[config.mk]
export PLATFORM = sky130hd
export DESIGN_NAME = hit_scan
export DESIGN_NICKNAME = d
export VERILOG_FILES = /design/src/rtl/hit_scan.sv
export SDC_FILE = /design/constraint.sdc
export NUM_CORES = 1
export LEC_CHECK = 0
export CAP_MARGIN = 20
export CELL_PAD_IN_SITES_DETAIL_PLACEMENT = 1
export CELL_PAD_IN_SITES_GLOBAL_PLACEMENT = 2
export CORE_AREA = 2 2 347 349
export CTS_CLUSTER_SIZE = 16
export DETAILED_ROUTE_END_ITERATION = 10
export DIE_AREA = 0 0 349 351
export PLACE_DENSITY_LB_ADDON = 0.1
export SETUP_SLACK_MARGIN = 0.3
export SLEW_MARGIN = 20
export SYNTH_ARGS = -nofsm -noshare
export SYNTH_HDL_FRONTEND = slang
export SYNTH_SLANG_ARGS = --single-unit
export TNS_END_PERCENT = 100
[constraint.sdc]
create_clock -name clk_i -period 18.5 [get_ports clk_i]
set_input_delay 3.7 -clock clk_i [delete_from_list [all_inputs] [get_ports clk_i]]
set_output_delay 3.7 -clock clk_i [all_outputs]
set_load 0.1 [all_outputs]
[src/rtl/hit_scan.sv]
// hit_scan: walks the enemy formation one enemy per clock, testing every bullet
// against it in parallel; tracks per-enemy health and reports kills.
`default_nettype none

module hit_scan #(
  parameter int BulletCount = 2,
  parameter int EnemyCount  = 40,
  parameter int MaxHp       = 1,
  parameter int EnemyW      = 16,
  parameter int EnemyH      = 16,
  parameter int BulletBoxX0 = 5,
  parameter int BulletBoxW  = 2,
  parameter int BulletBoxY0 = 3,
  parameter int BulletBoxH  = 8,
  parameter int ScreenH     = 480
) (
  input  logic                                  clk_i,
  input  logic                                  reset_ni,
  input  logic                                  frame_start_i,
  input  logic                                  revive_i,
  input  logic [BulletCount-1:0]                bullet_valid_i,
  input  logic [BulletCount-1:0][9:0]           bullet_xpos_i,
  input  logic [BulletCount-1:0][9:0]           bullet_ypos_i,
  input  logic [EnemyCount-1:0][9:0]            enemy_xpos_i,
  input  logic [EnemyCount-1:0][9:0]            enemy_ypos_i,
  output logic                                  busy_o,
  output logic                                  done_o,
  output logic [BulletCount-1:0]                bhit_o,
  output logic [EnemyCount-1:0]                 ehit_o,
  output logic                                  kill_valid_o,
  output logic [$clog2(EnemyCount)-1:0]         kill_idx_o
);

  localparam int IdxW = $clog2(EnemyCount);
  localparam logic [3:0] HpFull = 4'(MaxHp);
  localparam logic [EnemyCount-1:0][3:0] HpInit = {EnemyCount{HpFull}};

  typedef enum logic [1:0] {
    IDLE = 2'd0,
    SCAN = 2'd1,
    DONE = 2'd2
  } state_t;

  state_t                          state_q, state_d;
  logic [IdxW-1:0]                 idx_q, idx_d;
  logic [BulletCount-1:0]          bvalid_q, bvalid_d;
  logic [BulletCount-1:0][9:0]     bx_q, bx_d;
  logic [BulletCount-1:0][9:0]     by_q, by_d;
  logic [BulletCount-1:0]          consumed_q, consumed_d;
  logic [BulletCount-1:0]          bhit_q, bhit_d;
  logic [EnemyCount-1:0]           ehit_q, ehit_d;
  logic [EnemyCount-1:0][3:0]      hp_q, hp_d;
  logic                            kill_valid_q, kill_valid_d;
  logic [IdxW-1:0]                 kill_idx_q, kill_idx_d;

  logic [10:0]                     ex11, ey11;
  logic [BulletCount-1:0]          overlap, eligible, winner;
  logic                            taken;

  // Hitbox test in 11 bits so edge sums near 1023 cannot wrap.
  always_comb begin
    ex11     = {1'b0, enemy_xpos_i[idx_q]};
    ey11     = {1'b0, enemy_ypos_i[idx_q]};
    overlap  = '0;
    eligible = '0;
    winner   = '0;
    taken    = 1'b0;
    for (int j = 0; j < BulletCount; j++) begin
      overlap[j] = (ex11 < {1'b0, bx_q[j]} + 11'(BulletBoxX0 + BulletBoxW)) &&
                   (ex11 + 11'(EnemyW) > {1'b0, bx_q[j]} + 11'(BulletBoxX0)) &&
                   (ey11 < {1'b0, by_q[j]} + 11'(BulletBoxY0 + BulletBoxH)) &&
                   (ey11 + 11'(EnemyH) > {1'b0, by_q[j]} + 11'(BulletBoxY0));
      eligible[j] = bvalid_q[j] && !consumed_q[j] && overlap[j] && !ehit_q[idx_q];
      winner[j]   = eligible[j] && !taken;
      taken       = taken || eligible[j];
    end
  end

  always_comb begin
    state_d      = state_q;
    idx_d        = idx_q;
    bvalid_d     = bvalid_q;
    bx_d         = bx_q;
    by_d         = by_q;
    consumed_d   = consumed_q;
    bhit_d       = bhit_q;
    ehit_d       = ehit_q;
    hp_d         = hp_q;
    kill_valid_d = 1'b0;
    kill_idx_d   = kill_idx_q;

    case (state_q)
      IDLE: begin
        if (frame_start_i) begin
          bvalid_d = bullet_valid_i;
          bx_d     = bullet_xpos_i;
          by_d     = bullet_ypos_i;
          for (int j = 0; j < BulletCount; j++) begin
            consumed_d[j] = (bullet_ypos_i[j] > 10'(ScreenH));
          end
          idx_d   = '0;
          state_d = SCAN;
        end
      end
      SCAN: begin
        consumed_d = consumed_q | winner;
        if (taken) begin
          hp_d[idx_q] = hp_q[idx_q] - 4'd1;
          if (hp_q[idx_q] == 4'd1) begin
            ehit_d[idx_q] = 1'b1;
            kill_valid_d  = 1'b1;
            kill_idx_d    = idx_q;
          end
        end
        if (idx_q == IdxW'(EnemyCount - 1)) begin
          bhit_d  = consumed_d;
          state_d = DONE;
        end else begin
          idx_d = idx_q + IdxW'(1);
        end
      end
      DONE:    state_d = IDLE;
      default: state_d = IDLE;
    endcase

    // A new wave overrides any scan in flight, including a kill about to be reported.
    if (revive_i) begin
      state_d      = IDLE;
      hp_d         = HpInit;
      ehit_d       = '0;
      bhit_d       = '0;
      kill_valid_d = 1'b0;
    end
  end

  always_ff @(posedge clk_i or negedge reset_ni) begin
    if (!reset_ni) begin
      state_q      <= IDLE;
      idx_q        <= '0;
      bvalid_q     <= '0;
      bx_q         <= '0;
      by_q         <= '0;
      consumed_q   <= '0;
      bhit_q       <= '0;
      ehit_q       <= '0;
      hp_q         <= HpInit;
      kill_valid_q <= 1'b0;
      kill_idx_q   <= '0;
    end else begin
      state_q      <= state_d;
      idx_q        <= idx_d;
      bvalid_q     <= bvalid_d;
      bx_q         <= bx_d;
      by_q         <= by_d;
      consumed_q   <= consumed_d;
      bhit_q       <= bhit_d;
      ehit_q       <= ehit_d;
      hp_q         <= hp_d;
      kill_valid_q <= kill_valid_d;
      kill_idx_q   <= kill_idx_d;
    end
  end

  assign busy_o       = (state_q == SCAN);
  assign done_o       = (state_q == DONE);
  assign bhit_o       = bhit_q;
  assign ehit_o       = ehit_q;
  assign kill_valid_o = kill_valid_q;
  assign kill_idx_o   = kill_idx_q;

endmodule

`default_nettype wire

# ---- Word level (Yosys, flattened, before mapping)
# Index checks and enable logic that the tools add are counted.
dict set report totals {
  word_cells 155
  ff_bits 261
  in_bits 846
  output_inout_bits 51
}
dict set report classes {
  bitwise_logic 2
  n_eq_ne 8
  magnitude_cmp 12
  n_reduce_logical 33
  addsub 12
  muxes 36
}
# op n
set op_table {}
lappend op_table {{$mux 160} 3}
lappend op_table {{$bwmux 160} 1}
lappend op_table {{$mux 40} 4}
lappend op_table {{$bmux 10 s6} 2}
lappend op_table {{$add 10x3->11 const B} 4}
lappend op_table {{$gt 11x11->1} 4}
lappend op_table {{$lt 10x11->1} 4}
lappend op_table {{$or 40x40->40} 1}
lappend op_table {{$bmux 4 s6} 1}
lappend op_table {{$demux 4 s6} 1}
lappend op_table {{$add 10x2->11 const B} 2}
lappend op_table {{$add 10x4->11 const B} 2}
lappend op_table {{$add 10x5->11 const B} 2}
lappend op_table {{$gt 10x9->1 const B} 2}
lappend op_table {{$mux 10} 2}
lappend op_table {{$logic_and 1x1->1} 14}
lappend op_table {{$mux 2} 7}
lappend op_table {{$mux 6} 2}
lappend op_table {{$pmux 6 s2} 1}
lappend op_table {{$reduce_and 2->1} 5}
lappend op_table {{$reduce_bool 2->1} 5}
lappend op_table {{$reduce_and 3->1} 3}
lappend op_table {{$mux 4} 2}
lappend op_table {{$pmux 2 s2} 2}
lappend op_table {{other kinds (18)} 27}

# ---- Logic depth before layout (Yosys ltp)
dict set report depth {
  ltp_word 15
  depth_mapped 32
  depth_no_buf 22
}

# ---- Worst setup path before layout
# Ideal clock, no wire load.
dict set report synth_path {
  kind {input -> register}
  start {input port enemy_ypos_i[35] (netlist bit)}
  end {register kill_idx_q[4], in the netlist kill_idx_o[4]}
  path_slack_ns 10.742
  setup_time_ns 0.128
  path_buffers 2
  t_required_ns 18.372
  arrival_time_ns 7.630
  stages 23
  path_cell_list {a22o_1 -> a222oi_1 -> o21ai_0 -> a211oi_1 -> a311oi_1 -> a21oi_1 -> nor2_1 -> a31oi_1 -> inv_1 -> ha_1 -> nand3_1 -> nor3_1 -> ha_1 -> nand4_1 -> nor3_1 -> nor3b_1 -> o311a_1 -> o2111ai_2 -> or2_1 -> buf_6 -> a2111o_1 -> buf_4 -> mux2_1}
}
dict set report synth_via {
  elab_chain_cells 9
  word_cells_on_any_way 17
  cone_classes {add/sub (1); order compare (4); mux (2); reduce/logical (10)}
}
# item line
set synth_lines {}
lappend synth_lines {{from (decl)} 25} ;# input logic [EnemyCount-1:0][9:0] enemy_ypos_i,
lappend synth_lines {{$bmux 10 s6 *} 63} ;# ey11 = {1'b0, enemy_ypos_i[idx_q]};
lappend synth_lines {{$mux 10 (not written as such) *} 63}
lappend synth_lines {{$add 10x5->11 / $lt 10x11->1 (equally long branches)} {72, 71}}
lappend synth_lines {{$gt 11x11->1 / $logic_and 1x1->1 (equally long branches)} {72, 70}}
lappend synth_lines {{$logic_and 1x1->1} 71} ;# (ey11 < {1'b0, by_q[j]} + 11'(BulletBoxY0 + BulletBoxH)) &&
lappend synth_lines {{$logic_and 1x1->1 (2 in a row)} 73} ;# eligible[j] = bvalid_q[j] && !consumed_q[j] && overlap[j] && !ehit_q[idx_q];
lappend synth_lines {{$logic_or 1x1->1 *} 75} ;# taken = taken || eligible[j];
lappend synth_lines {{$reduce_and 3->1 (no source line) *} -}
lappend synth_lines {{to (signal assigned)} 160} ;# kill_idx_q <= kill_idx_d;
lappend synth_lines {{to (decl)} 54} ;# logic [IdxW-1:0] kill_idx_q, kill_idx_d;
# Mark *: on every way between the ends. The rest lies on a longest branch, timed or not. The select of a mux whose other input is x is not followed.
# A chain may end at the register's enable or synchronous reset.

# ---- Worst setup path in the final report
dict set report layout_path {
  start {input port enemy_ypos_i[135] (netlist bit)}
  end {register hp_q[141] (netlist bit)}
}
dict set report layout_via {
  elab_chain_cells 10
  word_cells_on_any_way 18
  cone_classes {add/sub (1); order compare (4); mux (2); reduce/logical (11)}
}
# item line
set layout_lines {}
lappend layout_lines {{$bmux 10 s6 *} 63}
lappend layout_lines {{$mux 10 (not written as such) *} 63}
lappend layout_lines {{$add 10x5->11 / $lt 10x11->1 (equally long branches)} {72, 71}}
lappend layout_lines {{$gt 11x11->1 / $logic_and 1x1->1 (equally long branches)} {72, 70}}
lappend layout_lines {{$logic_and 1x1->1} 71}
lappend layout_lines {{$logic_and 1x1->1 (2 in a row)} 73}
lappend layout_lines {{$logic_or 1x1->1 *} 75}
lappend layout_lines {{$reduce_bool 2->1 (no source line) *} -}
lappend layout_lines {{$reduce_and 2->1 (no source line) *} -}
lappend layout_lines {{to (signal assigned)} 146} ;# hp_q <= HpInit;
lappend layout_lines {{to (signal assigned)} 158} ;# hp_q <= hp_d;
lappend layout_lines {{to (decl)} 52} ;# logic [EnemyCount-1:0][3:0] hp_q, hp_d;
# Marked as above.

==> results.md <==
* P_leak at 12.81 nW
* Routed Antenna Nets at 0
* Clk_lat worst skew at 0.57 ns
* Synth area leaders: dfrtp_1 (26%), a22oi_1 (9.0%), mux2i_1 (7.9%)
* Vias in the first global route at 25080
* Min Hold Slack at 0.4730 ns
* Top Ports at 897
* Num CTS Buffers at 37
* Yosys reg bits at 261
* Sequential Power Share at 24.2%
* Fmax at 0.1046 GHz
* Hold Crit Start: bvalid_q[0]
* Final cell count without fillers at 4706
* Library cells used by synthesis at 84
* Yosys top cell by area: dfrtp_1
* First-pass GRT wire length at 206.8 mm
* Status: completed
* Main flop type after synthesis: dfrtp_1
* TritonCTS clock tree: yes
* Cell total after placement at 4628
* DR iter-0 viols at 1564
* Filler cells at 13610
* RR Startpoint: idx_q[1]
* PostCTS Resize Cnt at 0
* Ys async rst share at 100.0%
* Routed length per instance at 32.32 µm
* Synth Net Count at 3277
* Worst hold path class: reg2reg
* Initial core utilization at 17.69%
* Clk_skew at 0.01863 ns
* Sequential area share after synthesis at 31.25%
* CP max FO at 16
* Remaining DRCs at 0
* Worst Max-Slew Pin Slew at 1.068 ns
* Worst hold path stage count at 2
* Die Footprint at 122500 µm²
* Routed WL at 152.1 mm
* Post-CTS setup buffers at 0
* CP startpoint: enemy_ypos_i[135]
* # rows at 127
* Total clock sinks at 261
* RSZ-0062 raised after global routing: false
* Fin. Hold Viols at 0
* Hold-fix buffers, CTS at 0
* Crit path cell chain: clkdlybuf4s50_1, a22o_1, a221oi_1, o221ai_1, a21oi_1, nor2_1, a31oi_1, inv_1, ha_1, nand3_1, nor3_1, ha_1, o21a_1, o211a_1, o311ai_1, nor3_2, nand3_1, or2_1, a211oi_2, a221oi_2
* Multi-input gate area at 13250 µm²
* Congestion Overflow GR at 0
* Crit-path max cell delay at 0.85 ns
* Max clock buf depth at 3
* Levels on crit path at 20
* Pwr Total at 2.568 mW
* DIE WIDTH at 349 µm
* Internal Pwr Total at 1.526 mW
* H-Tree Depth at 2
* Antenna violations before repair at 31
* Top delay family on crit path: compound AO/OA/AOI/OAI gates
* EDFF count, synth at 0
* Critical path class: in2reg
* Final setup violation count at 0
* Layout area overhead at 55.88%
* VDD IR max at 0.00005427 V
* Clock power frac at 28.7%
* Max cap viols at 0
* Buf/Inv on CP at 2
* HPWL Detailed at 118.6 mm
* Crit path launch type: input port
* CP max-delay cell: a211oi_2
* Worst Path Required at 18.89 ns
* Synth warnings at 0
* Reg2Reg Setup Slack at 10.16 ns
* R2R cell count at 24
* Core area at 119000 µm²
* Net count, final at 4048
* Crit path capture: hp_q[141]
* Slew Limit Fails at 0
* Switching power at 1.043 mW
* Worst reg2reg path endpoint: hp_q[141]
* Max-slew headroom at 28.55%
* Clock root cell: clkbuf_16
* Clock-pin slew on the worst setup and hold paths at 0.06 ns
* Detailed Routing Iterations Pass 1 at 5
* Die H at 351 µm
* Share of cells above drive strength 1 at 7.819%
* Routed via count at 23560
* Switching part of the total at 40.60%
* Mapped Avg Cell Area at 8.968 µm²
* Post-Synthesis Cells at 2348
* Synthesized area at 21060 µm²
* Sequential Area at 6601 µm²
* Largest net degree at the start of global routing at 111
* All-Layer GR Usage at 23.71%
* Final cycle utilization of the critical path at 51.68%
* Gpl congestion at 0.9843
* Via-to-Cell Ratio at 5.006
* Port Buffers at 896
* Gate power share at 47.1%
* Post-layout minimum cycle time at 9.560 ns
* Worst Setup End Kind: register
* CP arrival at 9.95 ns
* Setup Total Neg Slack at 0 ns
* End-of-flow core utilization at 27.58%
* Top cell type's share of synthesized area at 26.26%
* Pwr/cell area at 78.24 nW/µm²
==> cell type report <==
type | instances | area share, %
multi-input cells | 1781 | 40.37
repair buffers | 954 | 28.79
flip-flops and latches | 261 | 20.11
well taps | 1548 | 5.901
clock buffers | 56 | 3.347
inverters | 84 | 0.9605
clock inverters | 10 | 0.4307
diodes | 12 | 0.09148
==> worst reg2reg max path: stages, from the launching register on <==
cell      delay [ns]
dfrtp_4         0.45
buf_4           0.56
nand2b_1        0.54
nor2_4          0.03
buf_4           0.26
buf_12          0.26
a22o_1          0.54
a221oi_1        0.69
o221ai_1        0.30
a21oi_1         0.22
nor2_1          0.05
a31oi_1         0.63
inv_1           0.23
ha_1            0.29
nand3_1         0.11
nor3_1          0.12
ha_1            0.38
o21a_1          0.14
o211a_1         0.14
o311ai_1        0.14
nor3_2          0.38
nand3_1         0.13
or2_1           0.55
a211oi_2        0.86
a221oi_2        0.18
==> power groups by stage <==
stage | Sequential, mW | Clock (mW) | Combinational [mW]
4_1_cts | 0.622 | 0.761 | 1.23
2_1_floorplan | 0.625 | 0 | 0.628
3_5_place_dp | 0.631 | 0 | 1.23
5_1_grt | 0.625 | 0.784 | 1.31
3_3_place_gp | 0.631 | 0 | 1.22
6_report | 0.621 | 0.737 | 1.21
==> Yosys cell counts, drive strengths merged (22+ instances only) <==
cell type / number
a211oi: 43
a21oi: 76
a221oi: 82
a22o: 78
a22oi: 254
a31oi: 29
buf: 96
clkbuf: 126
dfrtp: 221
dfstp: 40
ha: 83
inv: 83
mux2i: 167
nand2: 219
nand2b: 98
nand3: 40
nand4: 68
nor2: 108
nor3: 22
o21ai: 74
o22ai: 22
o32ai: 46
xnor2: 28
xor2: 45
==> cell usage in the layout (no fill, tap or decap), types with 7 or more instances in the layout <==
| cell | synthesis | routed |
|---|---|---|
| nor3_1 | 20 | 20 |
| dfrtp_1 | 221 | 215 |
| mux2i_1 | 167 | 167 |
| nor2b_1 | 15 | 15 |
| nor2_1 | 108 | 104 |
| and3_1 | 15 | 14 |
| nand2b_1 | 98 | 97 |
| diode_2 | 0 | 12 |
| o211ai_1 | 12 | 12 |
| a221oi_2 | 8 | 9 |
| o21ai_0 | 69 | 68 |
| nand3_1 | 40 | 40 |
| nand4_1 | 68 | 68 |
| clkbuf_16 | 0 | 38 |
| a31oi_1 | 29 | 29 |
| xor2_1 | 45 | 45 |
| clkbuf_8 | 0 | 8 |
| o21a_1 | 14 | 14 |
| ha_1 | 83 | 83 |
| clkbuf_1 | 126 | 10 |
| a221oi_1 | 74 | 73 |
| o22ai_1 | 22 | 22 |
| o32ai_1 | 42 | 41 |
| a22oi_1 | 253 | 253 |
| a21oi_1 | 76 | 76 |
| dfstp_2 | 40 | 40 |
| a2111o_1 | 7 | 7 |
| mux4_2 | 18 | 18 |
| inv_1 | 81 | 81 |
| clkdlybuf4s50_1 | 0 | 893 |
| a211oi_1 | 38 | 38 |
| nand2_1 | 219 | 219 |
| a22o_1 | 78 | 78 |
| mux2_4 | 8 | 8 |
| a311oi_1 | 7 | 7 |
| xnor2_1 | 27 | 27 |
| buf_4 | 8 | 53 |
==> sequential cells by signal (all words and copies together), names as in the netlist <==
name	cells
hp_q	160
ehit_o	40
bx_q	20
by_q	20
idx_q	6
kill_idx_o	6
bhit_o	2
bvalid_q	2
consumed_q	2
state_q	2
kill_valid_o	1
==> cell families (layout without fill, tap and decap cells) <==
group	Yosys count	after routing	synth area share, %
AOI/OAI and AO/OA	804	804	29.03
and+or+nand+nor	615	615	14.27
buffers and inverters	306	1104	6.150
DFF	261	261	31.25
muxes	203	203	10.97
adders and majority gates	83	83	4.932
xor gates and xnor gates	76	76	3.393
other	0	12	0
==> worst min-delay path by stage <==
stage | end | slack (ns)
6_report | bvalid_q[0] | 0.47
5_1_grt | bvalid_q[0] | 0.52
4_1_cts | bvalid_q[0] | 0.48
3_5_place_dp | bvalid_q[0] | 0.47
3_3_place_gp | bvalid_q[0] | 0.46
2_1_floorplan | bvalid_q[0] | 0.44
==> per-stage QoR <==
| stage | worst slack (ns) | cell area, µm² |
|---|---|---|
| 5_1_grt | 8.620 | 32820 |
| 2_1_floorplan | 10.74 | 21060 |
| 6_report | 8.940 | 32830 |
| 3_5_place_dp | 8.452 | 31540 |
| 3_3_place_gp | 8.454 | 31550 |
| 4_1_cts | 9.034 | 32780 |
==> metal layers <==
layer / up-vias / routed length, µm / global-route usage, % / part of all wire (%)
li1: 10570 / - / - / -
met1: 12210 / 62800 / 28.76 / 41
met2: 664 / 79900 / 44.16 / 53
met3: 113 / 6832 / 3.485 / 4.5
met4: 6 / 2507 / 4.592 / 1.6
met5: - / 58 / 0 / 0.038
(Power assumes the default switching activity.)
